### src/rtl/mu0_seq_pkg.sv
// Shared types and constants for the MU0 run-control sequencer.
// The opcode constants match the instruction decoder's encoding.
package mu0_seq_pkg;

    localparam int OP_W = 4;

    localparam logic [OP_W-1:0] STP_OP = 4'b0111;

    localparam logic [OP_W-1:0] OP_LDA = 4'b0000;
    localparam logic [OP_W-1:0] OP_STA = 4'b0001;
    localparam logic [OP_W-1:0] OP_ADD = 4'b0010;
    localparam logic [OP_W-1:0] OP_SUB = 4'b0011;
    localparam logic [OP_W-1:0] OP_JMP = 4'b0100;
    localparam logic [OP_W-1:0] OP_JGE = 4'b0101;
    localparam logic [OP_W-1:0] OP_JNE = 4'b0110;
    localparam logic [OP_W-1:0] OP_STP = 4'b0111;
    localparam logic [OP_W-1:0] OP_LSL = 4'b1000;
    localparam logic [OP_W-1:0] OP_LSR = 4'b1001;

    typedef enum logic [2:0] {
        ST_IDLE    = 3'd0,
        ST_FETCH   = 3'd1,
        ST_EXEC1   = 3'd2,
        ST_EXEC2   = 3'd3,
        ST_STOPPED = 3'd4
    } seq_state_t;

endpackage

### src/rtl/mu0_wrap_counter.sv
// Free-running wrapping up-counter with enable, cleared by reset.
module mu0_wrap_counter
    import mu0_seq_pkg::*;
#(
    parameter int W = 16
) (
    input  logic         clk,
    input  logic         rst,
    input  logic         en,
    output logic [W-1:0] count
);

    // Count up by one on each enabled edge; natural overflow gives the wrap.
    always_ff @(posedge clk or posedge rst) begin
        if (rst) begin
            count <= '0;
        end else if (en) begin
            count <= count + W'(1);
        end
    end

endmodule

### src/rtl/mu0_phase_sequencer.sv
// Run-control sequencer for the MU0 core: one-hot fetch/exec1/exec2 phase
// strobes, 2- or 3-cycle instructions chosen by the decoder's extra flag,
// STP parking, run/step/halt control and a retired-instruction counter.
//
// Build option: define MU0_SEQ_CYCLE_COUNT_EN to enable the busy-cycle
// counter on cycle_count; otherwise cycle_count is tied to zero.
//
// state      | meaning
// -----------+-----------------------------------------------------------
// ST_IDLE    | halted, waiting for run_req or step_req
// ST_FETCH   | instruction fetch phase
// ST_EXEC1   | first execute phase, op/extra sampled here
// ST_EXEC2   | second execute phase for instructions needing it
// ST_STOPPED | STP executed, parked until reset
module mu0_phase_sequencer
    import mu0_seq_pkg::*;
#(
    parameter int              OP_W   = mu0_seq_pkg::OP_W,
    parameter logic [OP_W-1:0] STP_OP = mu0_seq_pkg::STP_OP,
    parameter int              ICNT_W = 16
) (
    input  logic              clk,
    input  logic              rst,
    input  logic              run_req,
    input  logic              step_req,
    input  logic              halt_req,
    input  logic [OP_W-1:0]   op,
    input  logic              extra,
    output logic              fetch,
    output logic              exec1,
    output logic              exec2,
    output logic              busy,
    output logic              halted,
    output logic              stopped,
    output logic              retire,
    output logic [ICNT_W-1:0] instr_count,
    output logic [ICNT_W-1:0] cycle_count
);

    seq_state_t state;
    seq_state_t state_nxt;
    logic       step_mode;
    logic       step_mode_nxt;
    logic       halt_pend;
    logic       halt_pend_nxt;
    logic       boundary;
    logic       is_stp;

    assign is_stp = (op == STP_OP);

    // State register plus the run-mode flags that survive across instructions.
    always_ff @(posedge clk or posedge rst) begin
        if (rst) begin
            state     <= ST_IDLE;
            step_mode <= 1'b0;
            halt_pend <= 1'b0;
        end else begin
            state     <= state_nxt;
            step_mode <= step_mode_nxt;
            halt_pend <= halt_pend_nxt;
        end
    end

    // Next-state decode; instruction boundaries decide between IDLE and FETCH.
    always_comb begin
        state_nxt     = state;
        step_mode_nxt = step_mode;
        halt_pend_nxt = halt_pend;
        boundary      = 1'b0;

        unique case (state)
            ST_IDLE: begin
                // halt_req wins over both start requests and leaves nothing pending.
                if (halt_req) begin
                    state_nxt = ST_IDLE;
                end else if (step_req) begin
                    state_nxt     = ST_FETCH;
                    step_mode_nxt = 1'b1;
                end else if (run_req) begin
                    state_nxt     = ST_FETCH;
                    step_mode_nxt = 1'b0;
                end
            end
            ST_FETCH: begin
                state_nxt = ST_EXEC1;
            end
            ST_EXEC1: begin
                if (is_stp) begin
                    state_nxt = ST_STOPPED;
                end else if (extra) begin
                    state_nxt = ST_EXEC2;
                end else begin
                    boundary = 1'b1;
                end
            end
            ST_EXEC2: begin
                boundary = 1'b1;
            end
            ST_STOPPED: begin
                state_nxt = ST_STOPPED;
            end
            default: begin
                state_nxt = ST_IDLE;
            end
        endcase

        // A halt seen mid-instruction is remembered until the next boundary.
        if (busy && halt_req) begin
            halt_pend_nxt = 1'b1;
        end

        if (boundary) begin
            if (halt_pend || halt_req || step_mode) begin
                state_nxt     = ST_IDLE;
                halt_pend_nxt = 1'b0;
                step_mode_nxt = 1'b0;
            end else begin
                state_nxt = ST_FETCH;
            end
        end
    end

    assign fetch   = (state == ST_FETCH);
    assign exec1   = (state == ST_EXEC1);
    assign exec2   = (state == ST_EXEC2);
    assign busy    = fetch | exec1 | exec2;
    assign halted  = (state == ST_IDLE);
    assign stopped = (state == ST_STOPPED);

    // STP counts as retired in its exec1 cycle even though extra is ignored.
    assign retire = (exec1 & ~extra) | (exec1 & is_stp) | exec2;

    mu0_wrap_counter #(
        .W (ICNT_W)
    ) u_instr_cnt (
        .clk   (clk),
        .rst   (rst),
        .en    (retire),
        .count (instr_count)
    );

`ifdef MU0_SEQ_CYCLE_COUNT_EN
    mu0_wrap_counter #(
        .W (ICNT_W)
    ) u_cycle_cnt (
        .clk   (clk),
        .rst   (rst),
        .en    (busy),
        .count (cycle_count)
    );
`else
    assign cycle_count = '0;
`endif

endmodule
### config.mk
export PLATFORM = sky130hd
export DESIGN_NAME = mu0_phase_sequencer
export DESIGN_NICKNAME = d
export VERILOG_FILES = /design/src/rtl/mu0_seq_pkg.sv /design/src/rtl/mu0_wrap_counter.sv /design/src/rtl/mu0_phase_sequencer.sv
export SDC_FILE = /design/constraint.sdc
export NUM_CORES = 1
export LEC_CHECK = 0
export ABC_AREA = 1
export CAP_MARGIN = 20
export CORE_MARGIN = 5
export CORE_UTILIZATION = 46
export CTS_CLUSTER_SIZE = 12
export DETAILED_ROUTE_END_ITERATION = 10
export PLACE_DENSITY = 0.79
export SLEW_MARGIN = 5
export SYNTH_ARGS = -nofsm -noshare
export SYNTH_HDL_FRONTEND = slang
export SYNTH_SLANG_ARGS = --single-unit
### constraint.sdc
create_clock -name clk -period 2.2 [get_ports clk]
set_clock_uncertainty 0.2 [all_clocks]
set_input_delay 0.22 -clock clk [delete_from_list [all_inputs] [get_ports clk]]
set_output_delay 0.22 -clock clk [all_outputs]
set_load 0.005 [all_outputs]
==> metrics.md, run 1 <==
| Metric | Value |
|---|---|
| Worst-case register-to-register setup slack | 0.41 ns |
| Worst supply voltage drop on vdd | 0.622 mV |
| Logic depth of the worst path, buffers included | 6 |
| Number of buffer and inverter stages on the critical path | 2 |
| Die Footprint | 4440 µm² |
| Iteration-0 DRC count of the detailed router | 42 |
| Total standard cell area after synthesis | 1480 µm² |
| DIE WIDTH | 66.6 µm |
| Synth-to-layout area growth | 22.9% |
| Clock latency at the later pin of the worst-skew pair | 0.31 ns |
| Worst Reg-to-Reg Cells | 7 |
| CTS Sinks | 21 |
| Post-route fraction of the period consumed by the critical path | 95.7% |
| Synth Instances | 212 |
| Cell with the largest stage delay on the worst path | clkdlybuf4s50_1 |
| Termination of the worst setup path | retire |
| Leakage power | 0.833 nW |
| Ports placed on the boundary | 49 |
| Max Root-Sink Buffers | 2 |
| Yosys warning total | 0 |
| Power Dens Cells | 827 nW/µm² |
| Most frequent cells after synthesis | 75 x nand2_1, 25 x nor2_1, 22 x inv_1 |
| Via count of the first global-routing pass | 1151 |
| Routability congestion estimate | 0.854 |
| Critical path capture point type | output port |
| Initial antenna violation count | 0 |
| Die height | 66.6 µm |
| Clk network pwr share | 12.4% |
| Clock transition at the register clock pins on the worst setup and hold paths after CTS | 0.12 ns |
| I/O Buffers | 32 |
| Reg-to-Reg End | u_instr_cnt.count[8] |
| Placed Instance Area | 1760 µm² |
| Final design area excluding fillers | 1810 µm² |
| Switching Power | 0.000604 W |
| Combinational Power Share | 49.8% |
| Count of max-cap constraint violations | 0 |
| Initial standard-cell utilization of the core | 48.3% |
| Hold Worst Slack | 0.0180 ns |
| Number of instances resized during post-cts repair | 0 |
| Count of final setup violators | 0 |
| Root buffer cell | clkbuf_4 |
| Netlist cell types | 24 |
| DR DRC count | 0 |
| EDFF count, synth | 0 |
| Seq cells post-synth | 21 |
| Critical-path cell list | inv_2 -> nand2_2 -> nor2_4 -> nand2_1 -> nand3_4 -> clkdlybuf4s50_1 |
| Portion of the post-synthesis area used by sequential elements | 35.6% |
| Post-detail-place hpwl | 2.36 mm |
| Internal Dissipation | 0.000896 W |
| Crit Path Max Fanout | 3 |
| Tot GR Track Use | 14.5% |
| Main flop type after synthesis | dfrtp_1 |
| Net count reported at finish | 261 |
| Std-Cell Rows | 20 |
| Number of levels the H-tree was split into | 1 |
| Dominant cells by area after synthesis | dfrtp_1 36%, nand2_1 19%, buf_4 8.1%, nor2_1 6.4%, inv_1 5.6% |
| Register share of total power | 37.9% |
| Hold buffer count at CTS | 0 |
| Origin of the critical flop-to-flop path | u_instr_cnt.count[0] |
| Share of the synthesized area in the top cell type | 35.6% |
| TritonCTS Buffers | 3 |
| TritonCTS clock tree | built |
| Final Max Tran Viols | 0 |
| Per-cell routed wire length | 10.0 µm |
| Maximum clock frequency | 475 MHz |
| Standard cell core area | 3050 µm² |
| Fraction of layout instances using a drive strength above 1 | 8.03% |
| Switching power as a share of total power | 40.3% |
| Global-route wire length before repair | 4.92 mm |
| Classification of the worst-slack hold path | primary input to async pin |
| Hold Vio Cnt, Final | 0 |
| Vias per cell | 4.52 |
| Critical Path AT | 1.68 ns |
| Minimum clock period after layout | 2.10 ns |
| CP Data Required Time | 1.78 ns |
| Outcome | finished, final reports clean |
| Async set or reset register ratio after synthesis | 100% |
| Total wirelength of the detailed-routed design | 2.94 mm |
| Total via count in the routed design | 1323 |
| Post-route antenna net violation count | 0 |
| GRT overflow | 0 |
| Maximum cell stage delay along the critical path | 0.50 ns |
| Post-synth top area cell | dfrtp_1 |
| Maximum number of pins on one net before global-route repair | 22 |
| Ant. Diodes | 0 |
| Setup CP Type | register to output port |
| Number of detailed-route iterations in the first pass | 6 |
| Average cell area after synthesis | 6.96 µm² |
| Kind of cell adding the most delay to the critical path | buffers and inverters |
| Timing startpoint of the critical path | state[2] |
| Cell with the most instances after synthesis | nand2_1 |
| CP Launch Type | register |
repair_timing:
item | in CTS | in global routing
setup endpoints to repair | 1 | 1
pin swaps | 1 | 0
buffers inserted | 2 | 1
worst min path at each step:
stage                   start                    to  slack, ns  cells past startpoint
floorplan                 rst             halt_pend     -0.003                      1
global placement    halt_pend             halt_pend       0.31                      2
detailed placement  halt_pend             halt_pend       0.31                      2
CTS                       rst  u_instr_cnt.count[7]      0.006                      3
global route              rst  u_instr_cnt.count[6]       0.02                      3
finish                    rst              state[2]       0.02                      3
through the flow:
step           utilization [%]  setup TNS (ns)  worst slack (ns)  total power [W]  std cells
2_1_floorplan                -               0             0.611          0.00107        227
3_3_place_gp              57.7               0             0.254          0.00129        286
3_5_place_dp              57.7               0             0.249          0.00131        286
4_1_cts                   59.1               0            0.0187          0.00152        292
5_1_grt                   59.4        -0.00193          -0.00193          0.00165        293
6_report                  59.4               0            0.0953          0.00150        293
state kept, by name, indices dropped and copies added, names as in the netlist:
signal	flops
state	3
step_mode	1
halt_pend	1
u_instr_cnt.count	16
power groups by stage:
stage	sequential, W	combinational [W]	clock, W
floorplan	0.000560	0.000507	0
global placement	0.000574	0.000719	0
detailed placement	0.000575	0.000738	0
CTS	0.000567	0.000754	0.000201
global route	0.000591	0.000840	0.000215
finish	0.000568	0.000746	0.000185
cells in the final DEF, fill, tap and decap left out:
| cell type | n |
|---|---|
| nor2_1 | 25 |
| inv_2 | 3 |
| buf_4 | 5 |
| o21ai_2 | 4 |
| inv_1 | 22 |
| xor2_1 | 7 |
| nor3_1 | 3 |
| a22oi_1 | 1 |
| nand3_4 | 1 |
| nand2_2 | 1 |
| dfrtp_1 | 21 |
| nand3_1 | 8 |
| nand2_1 | 75 |
| clkbuf_4 | 3 |
| nor2_2 | 1 |
| conb_1 | 16 |
| nor2_4 | 1 |
| o21ai_0 | 7 |
| clkdlybuf4s50_1 | 32 |
| ha_1 | 1 |
| xnor2_1 | 2 |
| clkinv_2 | 1 |
| nand3b_1 | 1 |
| a21oi_1 | 4 |
| nand4_1 | 4 |
area by class of cell:
| class | count | area (µm²) |
|---|---|---|
| Fill cell | 302 | 1240 |
| Inverter | 25 | 93.8 |
| Sequential cell | 21 | 526 |
| Clock inverter | 1 | 5.00 |
| Timing Repair Buffer | 37 | 358 |
| Multi-Input combinational cell | 162 | 753 |
| Tap cell | 44 | 55.1 |
| Clock buffer | 3 | 22.5 |
tightest hold or removal path: cells and delay by family:
| family | cells | cell delay, ns |
|---|---|---|
| buf+inv | 3 | 0.71 |
layer usage:
layer / GRT usage, % / part of all wire, %
met3: 3.54 / 5.5
met4: 5.33 / 1.6
met1: 16.1 / 43
met5: 0 / 0
met2: 26.4 / 50
cell families (layout without fill, tap and decap cells):
logic type,Yosys count,in the layout,synth area share (%)
AOI/OAI and AO/OA,16,16,6.62
xor gates and xnor gates,9,9,5.34
adders and majority gates,1,1,0.848
buffers and inverters,44,66,17.1
DFF,21,21,35.6
other,1,16,0.254
and+or+nand+nor,120,120,34.2
Power figures use the tool's default switching activity.
==> run 2: changes to the inputs <==
Settings changed: CTS_CLUSTER_SIZE 12 to 8.
==> results of run 2 <==
The final DEF is identical to that of run 1; final timing and power are the same.
